`config.mk`:
```
export PLATFORM = sky130hd
export DESIGN_NAME = rhythm_hit_judge
export DESIGN_NICKNAME = d
export VERILOG_FILES = /design/src/rtl/rhythm_hit_judge.sv
export SDC_FILE = /design/constraint.sdc
export NUM_CORES = 1
export LEC_CHECK = 0
export CAP_MARGIN = 20
export CORE_AREA = 2 2 95 97
export DETAILED_ROUTE_END_ITERATION = 7
export DIE_AREA = 0 0 97 99
export PLACE_DENSITY = 0.74
export SLEW_MARGIN = 0
export SYNTH_ARGS = -nofsm -noshare
export SYNTH_HDL_FRONTEND = slang
export SYNTH_SLANG_ARGS = --single-unit
```
`constraint.sdc`:
```
create_clock -name clk_blk -period 6.9 [get_ports clk_blk]
set_input_delay 1.035 -clock clk_blk [delete_from_list [all_inputs] [get_ports clk_blk]]
set_output_delay 1.035 -clock clk_blk [all_outputs]
set_load 0.03 [all_outputs]
```
`src/rtl/rhythm_hit_judge.sv`:
```
// rhythm_hit_judge: two-lane hit judge, score and combo keeper.
// Optional GHOST_PENALTY_EN: stray presses cost a point and the combo.
module rhythm_hit_judge #(
  parameter int unsigned HIT_LO      = 600,
  parameter int unsigned HIT_HI      = 650,
  parameter int unsigned PERF_LO     = 615,
  parameter int unsigned PERF_HI     = 635,
  parameter int unsigned PTS_PERFECT = 3,
  parameter int unsigned PTS_GOOD    = 1,
  parameter int unsigned SCORE_W     = 16
) (
  input  logic               clk_blk,
  input  logic               reset,
  input  logic               userin1,
  input  logic               userin2,
  input  logic [9:0]         block1_bot,
  input  logic [9:0]         block2_bot,
  output logic [SCORE_W-1:0] score,
  output logic [7:0]         combo,
  output logic [7:0]         max_combo,
  output logic               hit1,
  output logic               hit2,
  output logic               perfect1,
  output logic               perfect2,
  output logic               miss1,
  output logic               miss2
);

  localparam int SW2 = SCORE_W + 2;

  localparam logic [9:0] HLO = 10'(HIT_LO);
  localparam logic [9:0] HHI = 10'(HIT_HI);
  localparam logic [9:0] PLO = 10'(PERF_LO);
  localparam logic [9:0] PHI = 10'(PERF_HI);

  localparam logic [SW2-1:0] PP   = SW2'(PTS_PERFECT);
  localparam logic [SW2-1:0] PG   = SW2'(PTS_GOOD);
  localparam logic [SW2-1:0] SMAX = {2'b00, {SCORE_W{1'b1}}};

  typedef enum logic {
    ARMED,
    JUDGED
  } lane_st_e;

  lane_st_e     st       [2];
  logic [9:0]   prev_bot [2];
  logic [9:0]   bot      [2];
  logic [10:0]  prev_p   [2];
  logic [1:0]   u_q;
  logic [1:0]   usr;
  logic         primed;

  logic [1:0]   press;
  logic [1:0]   in_hit;
  logic [1:0]   in_perf;
  logic [1:0]   do_hit;
  logic [1:0]   do_miss;
  logic [1:0]   do_rearm;
`ifdef GHOST_PENALTY_EN
  logic [1:0]   do_stray;
  logic [SW2-1:0] pen;
`endif

  logic [SW2-1:0]     sum;
  logic [8:0]         cinc;
  logic               clr;
  logic [SCORE_W-1:0] score_nx;
  logic [7:0]         combo_nx;

  assign usr    = {userin2, userin1};
  assign bot[0] = block1_bot;
  assign bot[1] = block2_bot;

  // per-lane judgement for the block seen on this edge
  always_comb begin
    press    = '0;
    in_hit   = '0;
    in_perf  = '0;
    do_hit   = '0;
    do_miss  = '0;
    do_rearm = '0;
`ifdef GHOST_PENALTY_EN
    do_stray = '0;
`endif
    for (int i = 0; i < 2; i++) begin
      // a respawn shows up as bot not above the previous sample
      prev_p[i]  = {1'b0, prev_bot[i]} + {10'd0, primed};
      press[i]   = usr[i] & ~u_q[i];
      in_hit[i]  = (bot[i] >= HLO) && (bot[i] < HHI);
      in_perf[i] = (bot[i] >= PLO) && (bot[i] < PHI);
      if (st[i] == ARMED) begin
        if (press[i] && in_hit[i])
          do_hit[i] = 1'b1;
        else if (primed && ({1'b0, bot[i]} < prev_p[i]))
          do_miss[i] = 1'b1;
`ifdef GHOST_PENALTY_EN
        else if (press[i])
          do_stray[i] = 1'b1;
`endif
      end else if (bot[i] < prev_bot[i]) begin
        do_rearm[i] = 1'b1;
      end
    end
  end

  // next score and combo, both saturating
  always_comb begin
    sum = {2'b00, score};
    for (int i = 0; i < 2; i++)
      if (do_hit[i])
        sum = sum + (in_perf[i] ? PP : PG);
    clr = |do_miss;
`ifdef GHOST_PENALTY_EN
    pen = SW2'(do_stray[0]) + SW2'(do_stray[1]);
    sum = (sum < pen) ? '0 : sum - pen;
    clr = clr | (|do_stray);
`endif
    if (sum > SMAX)
      sum = SMAX;
    score_nx = sum[SCORE_W-1:0];
    cinc = {1'b0, combo} + 9'(do_hit[0]) + 9'(do_hit[1]);
    if (cinc > 9'd255)
      cinc = 9'd255;
    combo_nx = clr ? 8'd0 : cinc[7:0];
  end

  // lane state, press history, pulses and counters
  always_ff @(posedge clk_blk or negedge reset) begin
    if (!reset) begin
      for (int i = 0; i < 2; i++) begin
        st[i]       <= ARMED;
        prev_bot[i] <= '0;
      end
      u_q       <= '0;
      primed    <= 1'b0;
      score     <= '0;
      combo     <= '0;
      max_combo <= '0;
      hit1      <= 1'b0;
      hit2      <= 1'b0;
      perfect1  <= 1'b0;
      perfect2  <= 1'b0;
      miss1     <= 1'b0;
      miss2     <= 1'b0;
    end else begin
      for (int i = 0; i < 2; i++) begin
        prev_bot[i] <= bot[i];
        if (do_hit[i])
          st[i] <= JUDGED;
        else if (do_rearm[i])
          st[i] <= ARMED;
      end
      u_q       <= usr;
      primed    <= 1'b1;
      score     <= score_nx;
      combo     <= combo_nx;
      max_combo <= (combo_nx > max_combo) ? combo_nx : max_combo;
      hit1      <= do_hit[0];
      hit2      <= do_hit[1];
      perfect1  <= do_hit[0] & in_perf[0];
      perfect2  <= do_hit[1] & in_perf[1];
      miss1     <= do_miss[0];
      miss2     <= do_miss[1];
    end
  end

endmodule

```
==> flow_results.xml <==
<?xml version="1.0" encoding="UTF-8"?>
<metrics>
  <group name="clocking">
    <metric name="tritoncts.num_buffers" unit="">9</metric>
    <metric name="cts_buffer_depth" unit="">2</metric>
    <metric name="post_cts_resize_count" unit="">0</metric>
    <metric name="holdBufCountCts" unit="">0</metric>
    <metric name="clock_sink_count" unit="">63</metric>
    <metric name="root_buffer" unit="">sky130_fd_sc_hd__clkbuf_8</metric>
    <metric name="clock_tree.htree_level_count" unit="">3</metric>
    <metric name="cts_tree" unit="">built</metric>
    <metric name="number_of_post_cts_setup_repair_buffers" unit="">0</metric>
    <metric name="clock_latency" unit="ns">0.35</metric>
    <metric name="clk_pin_slew_worst_paths" unit="ns">0.07</metric>
  </group>
  <group name="route">
    <metric name="initial_drc_count" unit="">119</metric>
    <metric name="dr_wl_met3" unit="microns">422</metric>
    <metric name="detailroute.wirelength.met2" unit="mm">5.007</metric>
    <metric name="route.final.wire_length" unit="mm">10.39</metric>
    <metric name="route.antenna.remaining_nets" unit="">0</metric>
    <metric name="detail_route.wl_per_cell" unit="microns">15.33</metric>
    <metric name="num_vias" unit="">3911</metric>
    <metric name="top_signal_layer_used" unit="">met4</metric>
    <metric name="vias_per_cell" unit="">5.768</metric>
    <metric name="drt_drc_violations_left" unit="">0</metric>
    <metric name="drt_pass1_iterations" unit="">5</metric>
    <metric name="met1_wire_length" unit="mm">4.780</metric>
  </group>
  <group name="floorplan">
    <metric name="dieHeight" unit="microns">99</metric>
    <metric name="die_w" unit="microns">97</metric>
    <metric name="core_region" unit="sq um">8551</metric>
    <metric name="top_level_ports" unit="">62</metric>
    <metric name="initial_core_util" unit="%">53.41</metric>
    <metric name="design.die.area" unit="sq um">9603</metric>
    <metric name="core.rowCount" unit="">34</metric>
  </group>
  <group name="cells_and_area">
    <metric name="final_net_count" unit="">643</metric>
    <metric name="n_fill_cell" unit="">700</metric>
    <metric name="n_antenna_cell" unit="">0</metric>
    <metric name="area.growth.synth_to_final" unit="%">19.70</metric>
    <metric name="layout.area.seq" unit="sq um">1577</metric>
    <metric name="fin_area" unit="sq um">5466</metric>
    <metric name="final_layout_size_suffix_gt1_share" unit="%">6.140</metric>
    <metric name="multi_input_logic_area" unit="sq um">2758</metric>
    <metric name="final_cells" unit="">678</metric>
  </group>
  <group name="global_routing">
    <metric name="first_global_vias" unit="">3810</metric>
    <metric name="aggregate_global_routing_overflow" unit="">0</metric>
    <metric name="grt_pass1_wl" unit="mm">17.73</metric>
    <metric name="pin_count_of_the_biggest_net_entering_global_routing" unit="">64</metric>
    <metric name="number_of_antenna_violations_at_the_first_check_in_global_routing" unit="">0</metric>
    <metric name="grt_util_all_layers" unit="%">22.48</metric>
  </group>
  <group name="synth">
    <metric name="synth_area" unit="sq um">4567</metric>
    <metric name="synth_top_cells_by_area" unit="">sky130_fd_sc_hd__dfrtp_1 (35%), sky130_fd_sc_hd__ha_1 (14%), sky130_fd_sc_hd__xnor2_1 (5.8%)</metric>
    <metric name="synthDominantCellAreaShare" unit="%">34.52</metric>
    <metric name="synth-edff-count" unit="">0</metric>
    <metric name="mean_post_synth_cell_area" unit="sq um">9.097</metric>
    <metric name="synth-async-reset-ratio" unit="%">100.0</metric>
    <metric name="synthFlopType" unit="">sky130_fd_sc_hd__dfrtp_1</metric>
    <metric name="synthCells" unit="">502</metric>
    <metric name="synthesis.nets" unit="">580</metric>
    <metric name="synth_top_cell_by_area" unit="">sky130_fd_sc_hd__dfrtp_1</metric>
    <metric name="synth_sequential_area_ratio" unit="%">34.52</metric>
    <metric name="yosysUniqueCellTypes" unit="">67</metric>
    <metric name="ys.warnings.count" unit="">0</metric>
    <metric name="synth_seq_cells" unit="">63</metric>
  </group>
  <group name="placement">
    <metric name="detailedPlacementHpwl" unit="mm">7.824</metric>
    <metric name="port_buffers" unit="">61</metric>
    <metric name="dp.cells" unit="">661</metric>
    <metric name="gp_congestion" unit="">0.8792</metric>
    <metric name="post_dp_cell_area" unit="sq um">5251</metric>
  </group>
  <group name="sta">
    <metric name="final_min_period_over_clock_period" unit="%">78.75</metric>
    <metric name="slew-limit-headroom" unit="%">45.65</metric>
    <metric name="finalHoldViolations" unit="">0</metric>
    <metric name="finalSetupViolCount" unit="">0</metric>
    <metric name="min_period" unit="ns">5.434</metric>
    <metric name="fin_worst_skew" unit="ns">0.007734</metric>
    <metric name="fin_tns_setup" unit="ns">0</metric>
    <metric name="timing.fmax" unit="MHz">184.0</metric>
    <metric name="rsz0062_at_grt" unit="">no</metric>
    <metric name="max_slew.worst_pin.slew" unit="ns">0.8026</metric>
    <metric name="final_max_slew_viol_count" unit="">0</metric>
  </group>
  <group name="worst_setup_path">
    <metric name="cp-start-kind" unit="">primary input</metric>
    <metric name="cp_max_fo" unit="">15</metric>
    <metric name="data_arrival_time_of_the_critical_path" unit="ns">5.68</metric>
    <metric name="criticalPathCategory" unit="">in2reg</metric>
    <metric name="crit_required" unit="ns">7.15</metric>
    <metric name="crit_path_end_kind" unit="">flip-flop</metric>
  </group>
  <group name="pwr">
    <metric name="total_power" unit="uW">1074</metric>
    <metric name="cellPowerDensity" unit="nW/um^2">196.5</metric>
    <metric name="irDropWorstVdd" unit="uV">109.3</metric>
    <metric name="leakagePower" unit="uW">0.002487</metric>
  </group>
  <group name="min_path">
    <metric name="hold_path_class" unit="">reg2reg</metric>
  </group>
  <group name="run">
    <metric name="maxCapViolations" unit="">0</metric>
  </group>
  <group name="status">
    <metric name="run_status" unit="">completed</metric>
  </group>
</metrics>
path summary, 6_finish.rpt:
| path | from | endpoint | slack (ns) | depth (start not counted) |
|---|---|---|---|---|
| setup / recovery | block1_bot[9] | max_combo[6]$_DFFE_PN0N_ | 1.47 | 20 |
| hold / removal | max_combo[3]$_DFFE_PN0N_ | max_combo[3]$_DFFE_PN0N_ | 0.52 | 2 |
| setup reg to reg | primed$_DFF_PN0_ | max_combo[5]$_DFFE_PN0N_ | 2.01 | 23 |
| hold reg to reg | max_combo[3]$_DFFE_PN0N_ | max_combo[3]$_DFFE_PN0N_ | 0.52 | 2 |
| max in group asynchronous | reset | prev_bot[16]$_DFF_PN0_ | 5.52 | 2 |
| min in group asynchronous | reset | prev_bot[9]$_DFF_PN0_ | 0.85 | 2 |
registers in the layout (all words and copies together) (netlist names), 2 cells and up:
register	flops
st	2
prev_bot	20
score	16
combo	8
u_q	2
max_combo	8
worst max-delay path: stages:
cell	delay (ns)
sky130_fd_sc_hd__clkdlybuf4s50_1	0.58
sky130_fd_sc_hd__nor4bb_1	0.42
sky130_fd_sc_hd__buf_4	0.22
sky130_fd_sc_hd__nand2b_1	0.12
sky130_fd_sc_hd__nor2_1	0.37
sky130_fd_sc_hd__fa_1	0.28
sky130_fd_sc_hd__ha_1	0.18
sky130_fd_sc_hd__nand3_1	0.17
sky130_fd_sc_hd__nor3_1	0.54
sky130_fd_sc_hd__nor2_1	0.08
sky130_fd_sc_hd__or3_1	0.37
sky130_fd_sc_hd__ha_1	0.20
sky130_fd_sc_hd__nor2b_1	0.11
sky130_fd_sc_hd__o21ai_0	0.09
sky130_fd_sc_hd__nand2b_1	0.08
sky130_fd_sc_hd__a21oi_1	0.07
sky130_fd_sc_hd__o21ai_0	0.21
sky130_fd_sc_hd__o21ai_1	0.13
sky130_fd_sc_hd__buf_4	0.21
sky130_fd_sc_hd__o31ai_1	0.22
per-stage QoR:
stage / hold slack, ns / utilization (%) / setup WS (ns)
after detailed placement: 0.4979 / 61.41 / 0.9293
after floorplan: 0.5332 / - / 2.122
after global placement: 0.4884 / 61.41 / 1.111
after CTS: 0.5183 / 63.84 / 1.309
after global routing: 0.5442 / 63.93 / 1.097
final: 0.5202 / 63.93 / 1.466
metal layers:
layer / track usage, % / up-vias
met5: 0 / -
li1: - / 1922
met3: 4.397 / 16
met4: 8.776 / 0
met2: 37.02 / 94
met1: 29.40 / 1879
cell families (layout without fill, tap and decap cells):
family	after synthesis	count (layout)	synth area share, %
compound gates	106	106	16.03
xor+xnor	40	40	7.671
fa+ha+maj	54	54	15.29
buf+inv	54	122	5.096
flops	63	63	34.52
mux	1	1	0.2192
other cells	1	1	0.08211
simple gates	183	183	21.10
power by group:
group          leakage [uW]  switching [uW]  total, uW  internal [uW]
Sequential         0.000802            40.4        434            393
Clock              0.000105             154        340            186
Combinational       0.00158             174        301            126
synth_stat cells (all sizes together), types with 4 or more instances:
master / count
or3: 4
xnor2: 30
a31oi: 13
or2: 6
nand2b: 10
nand2: 46
clkbuf: 7
nor3: 17
a21oi: 17
inv: 41
nor2b: 4
o31ai: 9
nor4: 5
nand3: 24
buf: 6
nor3b: 4
dfrtp: 63
a211oi: 4
nand4: 8
xor2: 10
ha: 51
o21ai: 21
nor2: 36
a21o: 19
area by class of cell:
cell class                 count  area share, %
clock buffer                  11          2.770
clock inverter                 5          1.030
inverter                      41          2.815
multi-input combinational    385          50.45
sequential                    63          28.84
tap                          108          2.472
timing repair buffer          65          11.63
cells in the final DEF (no fill, tap or decap), types with 8 or more instances in the layout:
| master | n |
|---|---|
| sky130_fd_sc_hd__a21o_1 | 19 |
| sky130_fd_sc_hd__a21oi_1 | 16 |
| sky130_fd_sc_hd__a31oi_1 | 13 |
| sky130_fd_sc_hd__clkbuf_8 | 11 |
| sky130_fd_sc_hd__clkdlybuf4s50_1 | 60 |
| sky130_fd_sc_hd__dfrtp_1 | 63 |
| sky130_fd_sc_hd__ha_1 | 51 |
| sky130_fd_sc_hd__inv_1 | 41 |
| sky130_fd_sc_hd__nand2_1 | 46 |
| sky130_fd_sc_hd__nand2b_1 | 10 |
| sky130_fd_sc_hd__nand3_1 | 24 |
| sky130_fd_sc_hd__nand4_1 | 8 |
| sky130_fd_sc_hd__nor2_1 | 36 |
| sky130_fd_sc_hd__nor3_1 | 17 |
| sky130_fd_sc_hd__o21ai_0 | 20 |
| sky130_fd_sc_hd__o31ai_1 | 8 |
| sky130_fd_sc_hd__xnor2_1 | 30 |
| sky130_fd_sc_hd__xor2_1 | 10 |
Power figures use the tool's default switching activity.
